### src/rtl/calc_pkg.sv
// rtl/calc_pkg.sv - shared operation codes, scheduler states and local reject rule.
package calc_pkg;

  localparam logic [2:0] OP_SUMA  = 3'd0;
  localparam logic [2:0] OP_RESTA = 3'd1;
  localparam logic [2:0] OP_MULT  = 3'd2;
  localparam logic [2:0] OP_DIV   = 3'd3;
  localparam logic [2:0] OP_MOD   = 3'd4;
  localparam logic [2:0] OP_MAX   = 3'd4;

  typedef enum logic [2:0] {
    IDLE,
    REJECT,
    LAUNCH,
    WAIT_BUSY,
    WAIT_DONE,
    RESPOND
  } state_t;

  // Requests the engine cannot serve are answered locally with an error.
  function automatic logic op_rejected(input logic [2:0] op, input logic [31:0] dato_b);
    return (op > OP_MAX) || (((op == OP_DIV) || (op == OP_MOD)) && (dato_b == 32'd0));
  endfunction

endpackage

### src/rtl/calc_rr_arbiter.sv
// rtl/calc_rr_arbiter.sv - combinational round-robin pick starting at the pointer.
module calc_rr_arbiter
  import calc_pkg::*;
#(
  parameter int NUM_REQ = 4
) (
  input  logic [NUM_REQ-1:0] i_req_valid,
  input  logic [2:0]         i_ptr,
  output logic [2:0]         o_grant,
  output logic               o_any
);

  localparam logic [NUM_REQ-1:0] ONE = NUM_REQ'(1);

  logic [2*NUM_REQ-1:0] w_dbl;
  logic [NUM_REQ-1:0]   w_rot;

  // Rotating a doubled copy puts the pointer's requester at bit 0.
  assign w_dbl = {i_req_valid, i_req_valid};
  assign w_rot = NUM_REQ'(w_dbl >> i_ptr);

  always_comb begin
    o_grant = 3'd0;
    o_any   = 1'b0;
    for (int k = NUM_REQ - 1; k >= 0; k--) begin
      if (((w_rot >> k) & ONE) != '0) begin
        o_grant = 3'((int'(i_ptr) + k) % NUM_REQ);
        o_any   = 1'b1;
      end
    end
  end

endmodule

### src/rtl/calc_scheduler.sv
// rtl/calc_scheduler.sv - shares one calculation engine among NUM_REQ requesters
// with round-robin grant, local reject, start pulse and ready watchdog.
module calc_scheduler
  import calc_pkg::*;
#(
  parameter int NUM_REQ      = 4,
  parameter int START_CYCLES = 2,
  parameter int TIMEOUT      = 64
) (
  input  logic                   i_clk,
  input  logic                   i_rst_n,
  input  logic [NUM_REQ-1:0]     i_req_valid,
  input  logic [32*NUM_REQ-1:0]  i_req_datoA,
  input  logic [32*NUM_REQ-1:0]  i_req_datoB,
  input  logic [3*NUM_REQ-1:0]   i_req_operacion,
  output logic [NUM_REQ-1:0]     o_req_accept,
  output logic                   o_rsp_valid,
  output logic [2:0]             o_rsp_id,
  output logic [31:0]            o_rsp_resultado,
  output logic                   o_rsp_error,
  output logic                   o_rsp_timeout,
  output logic                   o_busy,
  output logic [31:0]            o_eng_datoA,
  output logic [31:0]            o_eng_datoB,
  output logic [2:0]             o_eng_operacion,
  output logic                   o_eng_start,
  input  logic [31:0]            i_eng_resultado,
  input  logic                   i_eng_ready,
  input  logic                   i_eng_error
);

  localparam int SCW = $clog2(START_CYCLES + 1);
  localparam int WDW = $clog2(TIMEOUT + 1);
  localparam logic [NUM_REQ-1:0] ONE = NUM_REQ'(1);

  state_t             r_state;
  logic [2:0]         r_ptr;
  logic [SCW-1:0]     r_start_cnt;
  logic [WDW-1:0]     r_wd;
  logic [NUM_REQ-1:0] r_accept;
  logic               r_rsp_valid;
  logic [2:0]         r_rsp_id;
  logic [31:0]        r_rsp_resultado;
  logic               r_rsp_error;
  logic               r_rsp_timeout;
  logic               r_busy;
  logic [31:0]        r_eng_datoA;
  logic [31:0]        r_eng_datoB;
  logic [2:0]         r_eng_operacion;
  logic               r_eng_start;

  logic [2:0]         w_grant;
  logic               w_any;
  logic [31:0]        w_a;
  logic [31:0]        w_b;
  logic [2:0]         w_op;
  logic               w_wd_expired;
  logic [2:0]         w_ptr_next;

  calc_rr_arbiter #(.NUM_REQ(NUM_REQ)) u_arb (
    .i_req_valid (i_req_valid),
    .i_ptr       (r_ptr),
    .o_grant     (w_grant),
    .o_any       (w_any)
  );

  assign w_a          = 32'(i_req_datoA >> (32 * w_grant));
  assign w_b          = 32'(i_req_datoB >> (32 * w_grant));
  assign w_op         = 3'(i_req_operacion >> (3 * w_grant));
  assign w_wd_expired = (r_wd == WDW'(TIMEOUT - 1));
  assign w_ptr_next   = (r_rsp_id == 3'(NUM_REQ - 1)) ? 3'd0 : r_rsp_id + 3'd1;

  always_ff @(posedge i_clk or negedge i_rst_n) begin
    if (!i_rst_n) begin
      r_state         <= IDLE;
      r_ptr           <= 3'd0;
      r_start_cnt     <= '0;
      r_wd            <= '0;
      r_accept        <= '0;
      r_rsp_valid     <= 1'b0;
      r_rsp_id        <= 3'd0;
      r_rsp_resultado <= 32'd0;
      r_rsp_error     <= 1'b0;
      r_rsp_timeout   <= 1'b0;
      r_busy          <= 1'b0;
      r_eng_datoA     <= 32'd0;
      r_eng_datoB     <= 32'd0;
      r_eng_operacion <= 3'd0;
      r_eng_start     <= 1'b0;
    end else begin
      r_accept    <= '0;
      r_rsp_valid <= 1'b0;
      case (r_state)
        IDLE: begin
          if (w_any) begin
            r_rsp_id <= w_grant;
            r_accept <= ONE << w_grant;
            r_busy   <= 1'b1;
            if (op_rejected(w_op, w_b)) begin
              r_state <= REJECT;
            end else begin
              r_eng_datoA     <= w_a;
              r_eng_datoB     <= w_b;
              r_eng_operacion <= w_op;
              r_eng_start     <= 1'b1;
              r_start_cnt     <= '0;
              r_state         <= LAUNCH;
            end
          end
        end
        REJECT: begin
          r_rsp_valid     <= 1'b1;
          r_rsp_resultado <= 32'd0;
          r_rsp_error     <= 1'b1;
          r_rsp_timeout   <= 1'b0;
          r_state         <= RESPOND;
        end
        LAUNCH: begin
          if (r_start_cnt == SCW'(START_CYCLES - 1)) begin
            r_eng_start <= 1'b0;
            r_wd        <= '0;
            r_state     <= WAIT_BUSY;
          end else begin
            r_start_cnt <= r_start_cnt + SCW'(1);
          end
        end
        WAIT_BUSY: begin
          if (w_wd_expired) begin
            r_rsp_valid     <= 1'b1;
            r_rsp_resultado <= 32'd0;
            r_rsp_error     <= 1'b1;
            r_rsp_timeout   <= 1'b1;
            r_state         <= RESPOND;
          end else begin
            r_wd <= r_wd + WDW'(1);
            if (!i_eng_ready) r_state <= WAIT_DONE;
          end
        end
        WAIT_DONE: begin
          // A ready seen on the watchdog's last cycle still counts as completion.
          if (i_eng_ready) begin
            r_rsp_valid     <= 1'b1;
            r_rsp_resultado <= i_eng_resultado;
            r_rsp_error     <= i_eng_error;
            r_rsp_timeout   <= 1'b0;
            r_state         <= RESPOND;
          end else if (w_wd_expired) begin
            r_rsp_valid     <= 1'b1;
            r_rsp_resultado <= 32'd0;
            r_rsp_error     <= 1'b1;
            r_rsp_timeout   <= 1'b1;
            r_state         <= RESPOND;
          end else begin
            r_wd <= r_wd + WDW'(1);
          end
        end
        RESPOND: begin
          r_ptr   <= w_ptr_next;
          r_busy  <= 1'b0;
          r_state <= IDLE;
        end
        default: r_state <= IDLE;
      endcase
    end
  end

  assign o_req_accept    = r_accept;
  assign o_rsp_valid     = r_rsp_valid;
  assign o_rsp_id        = r_rsp_id;
  assign o_rsp_resultado = r_rsp_resultado;
  assign o_rsp_error     = r_rsp_error;
  assign o_rsp_timeout   = r_rsp_timeout;
  assign o_busy          = r_busy;
  assign o_eng_datoA     = r_eng_datoA;
  assign o_eng_datoB     = r_eng_datoB;
  assign o_eng_operacion = r_eng_operacion;
  assign o_eng_start     = r_eng_start;

endmodule
### config.mk
export PLATFORM = sky130hd
export DESIGN_NAME = calc_scheduler
export DESIGN_NICKNAME = d
export VERILOG_FILES = /design/src/rtl/calc_pkg.sv /design/src/rtl/calc_rr_arbiter.sv /design/src/rtl/calc_scheduler.sv
export SDC_FILE = /design/constraint.sdc
export NUM_CORES = 1
export LEC_CHECK = 0
export BUFFER_PORTS_ARGS = -buffer_cell sky130_fd_sc_hd__clkbuf_2
export CORE_MARGIN = 5
export CORE_UTILIZATION = 30
export CTS_CLUSTER_DIAMETER = 40
export CTS_CLUSTER_SIZE = 16
export DETAILED_ROUTE_END_ITERATION = 8
export PLACE_DENSITY_LB_ADDON = 0.08
export SLEW_MARGIN = 20
export SYNTH_ARGS = -nofsm -noshare
export SYNTH_HDL_FRONTEND = slang
export SYNTH_SLANG_ARGS = --single-unit
### constraint.sdc
create_clock -name i_clk -period 3.9 [get_ports i_clk]
set_input_delay 0.585 -clock i_clk [delete_from_list [all_inputs] [get_ports i_clk]]
set_output_delay 0.585 -clock i_clk [all_outputs]
set_load 0.02 [all_outputs]
==> metrics.md <==
| Metric | Value |
|---|---|
| Status | `complete, no violations` |
| Critical Path AT | `3.90 ns` |
| Synth top area share | `43.2%` |
| Maximum VDD drop | `~0.00036 V` |
| Synth top area cells | `dfrtp_1 (43%), mux2i_1 (14%), mux2_2 (10%), nand2_1 (4.6%), a22o_1 (4.0%)` |
| Critical path startpoint category | `flip-flop` |
| Total number of vias | `6826` |
| First-pass GRT wire length | `39800 um` |
| Worst slack, placed | `0.0422 ns` |
| Synth area leader | `dfrtp_1` |
| Crit end category | `flip-flop` |
| Starting density of the core | `30.5%` |
| CP cell instances | `or3b_1 -> o221ai_4 -> buf_12 -> buf_4 -> mux2i_1 -> mux2i_1 -> nor4_1 -> nand4_1 -> a211o_1 -> and4_4 -> buf_12 -> mux2_4` |
| Post-route cell area | `10300 um2` |
| 1st-pass router iterations | `4` |
| Kind of critical path | `reg2reg` |
| Dpl cell area | `9660 um2` |
| Largest family of logic cells by synthesized area | `multiplexers` |
| Worst Hold Class | `in2async` |
| Die Wd | `~160 um` |
| Syn Area/Cell | `10.5 um2` |
| Met2 GRT Util | `33.8%` |
| Number of synthesis warnings | `0` |
| Final Hold Vio Count | `0` |
| Routed length per instance | `18.7 um` |
| Post-route DRC | `0` |
| FF-to-FF setup slack | `0.29 ns` |
| Row Count | `56` |
| Peak Freq | `0.277 GHz` |
| # clock sinks | `around 120` |
| EDFF count, synth | `0` |
| Setup Skew | `~0.0067 ns` |
| XOR/XNOR share of the synthesized area | `less than 1%` |
| Fin crit period | `~3.6 ns` |
| CTS tree | `done` |
| Max Cap Viol | `0` |
| Max Slew Vio Count | `0` |
| Cts hold-fix bufs | `0` |
| Final setup vio count | `0` |
| Met1 Use GR | `a little over a fifth` |
| # resized after CTS | `0` |
| IO Port Bufs | `417` |
| Worst setup path startpoint | `r_ptr[1]` |
| Post-Syn Area | `~7200 um2` |
| Unrepaired setup endpoints after global routing | `no` |
| Worst-Margin Slew | `0.970 ns` |
| Final GP Congestion | `~0.86` |
| Post-synthesis register bit count | `124` |
| Synthesized Nets | `994` |
| DR iter-0 viols | `230` |
| Clock transition at path regs | `about 0.06 ns` |
| Largest net degree at the start of global routing | `70` |
| Placed Instances | `between 1000 and 1500` |
| Ys async rst share | `100%` |
| Core Util, Final | `43.7%` |
| Grt total ovfl | `0` |
| Power per Cell Area | `826 nW/um2` |
| CTS buffer count | `17` |
| Detail Placement HPWL | `between 20000 and 25000 um` |
| Clock latency on the worst-skew pair | `0.41 ns` |
| Routed vias/inst | `4.81` |
| CTS H-Tree Depth | `4` |
| Synth cell count leaders | `dfrtp_1 (124), mux2i_1 (100), nand2_1 (88)` |
| GRT Overall Usage | `19.0%` |
| Worst reg2reg startpoint | `r_ptr[1]` |
| Mapped Cells | `683` |
| Mux cell area share after synthesis | `25.4%` |
| # IOs | `between 400 and 500` |
| Final non-filler cell total | `about 1400` |
| Number of post-CTS setup repair buffers | `0` |
| Routed Antenna Nets | `0` |
| Met3 Use GR | `6.31%` |
| CTS Buffer Depth | `2` |
| Total Wirelength | `26600 um` |
| Most frequent cell after synthesis | `dfrtp_1` |
| Worst Slack Setup Final | `0.294 ns` |
| Register area share after synthesis | `43.2%` |
| Design Power | `8.50 mW` |
| Compound-gate portion of the synthesized area | `14.0%` |
| Root Driver | `clkbuf_16` |
| Largest stage delay, worst path | `0.46 ns` |
| Critical Path Fanout Max | `40` |
| Crit Reg-Reg Endpoint | `o_eng_datoA[24]` |
| Relative slew slack | `a little over a third` |
| Tcrit/Tclk final | `92.5%` |
| Vias in the first global route | `7206` |
| Sum of negative setup slack | `0 ns` |
| Yosys cell types | `45` |
| Die ar. | `27100 um2` |
| WHS | `0.247 ns` |
| Adder-cell share of the synthesized area | `less than 1%` |
| CP required | `4.19 ns` |
| Initial antenna violation count | `0` |
| Cells on worst reg2reg path | `12` |
| Diode count | `0` |
| P_leak | `5.36 nW` |
| Busiest grt layer | `met2` |
| Layout area overhead | `43.2%` |
| Core Footprint | `23500 um2` |
| Total Nets Final | `1399` |
| Share of cells above drive strength 1 | `50.3%` |
| Slowest CP cell | `or3b_1` |
| Simple-Gate Fraction of Synth Area | `11.5%` |
| Die height | `between 150 and 200 um` |
| Most used DFF post-synth | `dfrtp_1` |
## worst max-delay path by stage
| stage | endpoint | slack [ns] | depth (start not counted) |
|---|---|---|---|
| after floorplan | o_eng_datoA[24] | 0.58 | 14 |
| after global placement | o_eng_datoA[25] | 0.05 | 13 |
| after detailed placement | o_eng_datoA[24] | 0.04 | 13 |
| after CTS | o_eng_datoA[24] | 0.25 | 12 |
| after global routing | o_eng_datoA[24] | 0.13 | 12 |
| final | o_eng_datoA[24] | 0.29 | 12 |
## registers in the layout, indices dropped and copies added (netlist names)
signal / count
o_req_accept: 4
o_eng_operacion: 3
o_busy: 1
o_eng_start: 1
o_rsp_resultado: 32
o_rsp_valid: 1
o_eng_datoB: 32
o_rsp_id: 2
o_rsp_error: 1
r_ptr: 2
r_wd: 7
o_eng_datoA: 32
r_start_cnt: 2
o_rsp_timeout: 1
r_state: 3
## logic make-up after synthesis
kind of cell | Yosys count
simple gates | 174
mux | 171
compound gates | 139
flops | 124
buf+inv | 66
xor+xnor | 5
fa+ha+maj | 3
other cells | 1
## where the power goes
group	total, mW	internal (mW)	switching [mW]
Combinational	4.52	1.90	2.62
Sequential	2.32	1.92	0.404
Clock	1.66	1.04	0.622
## area by class of cell
class	instances	area [um2]
Multi-Input combinational cell	493	3770
Clock buffer	18	439
Tap cell	319	399
Sequential cell	124	3100
Inverter	11	41.3
Fill cell	2389	13300
Timing Repair Buffer	441	2340
Clock inverter	14	181
## routing by layer
layer | vias up | wire (um) | share of wire, %
li1 | 3312 | - | -
met1 | 3211 | 10400 | 39
met2 | 280 | 13300 | 50
met3 | 23 | 2490 | 9.4
met4 | 0 | 454 | 1.7
met5 | - | 0 | 0
## cell usage in the layout, fill, tap and decap left out, types with 20 or more instances in the layout
cell,n
and2_1,34
a31oi_1,36
mux2_2,64
dfrtp_1,124
nor2_1,20
mux2i_1,100
a211oi_1,34
clkbuf_2,416
nand2_1,88
a22o_1,33
## worst max-delay path: cells and delay by family, from the launching register on
family | cells | cell delay, ns
simple gates | 4 | 1.25
buf+inv | 3 | 0.68
mux | 3 | 0.64
flops | 1 | 0.45
compound gates | 2 | 0.43
No activity file was read; power rests on OpenSTA's default activity.
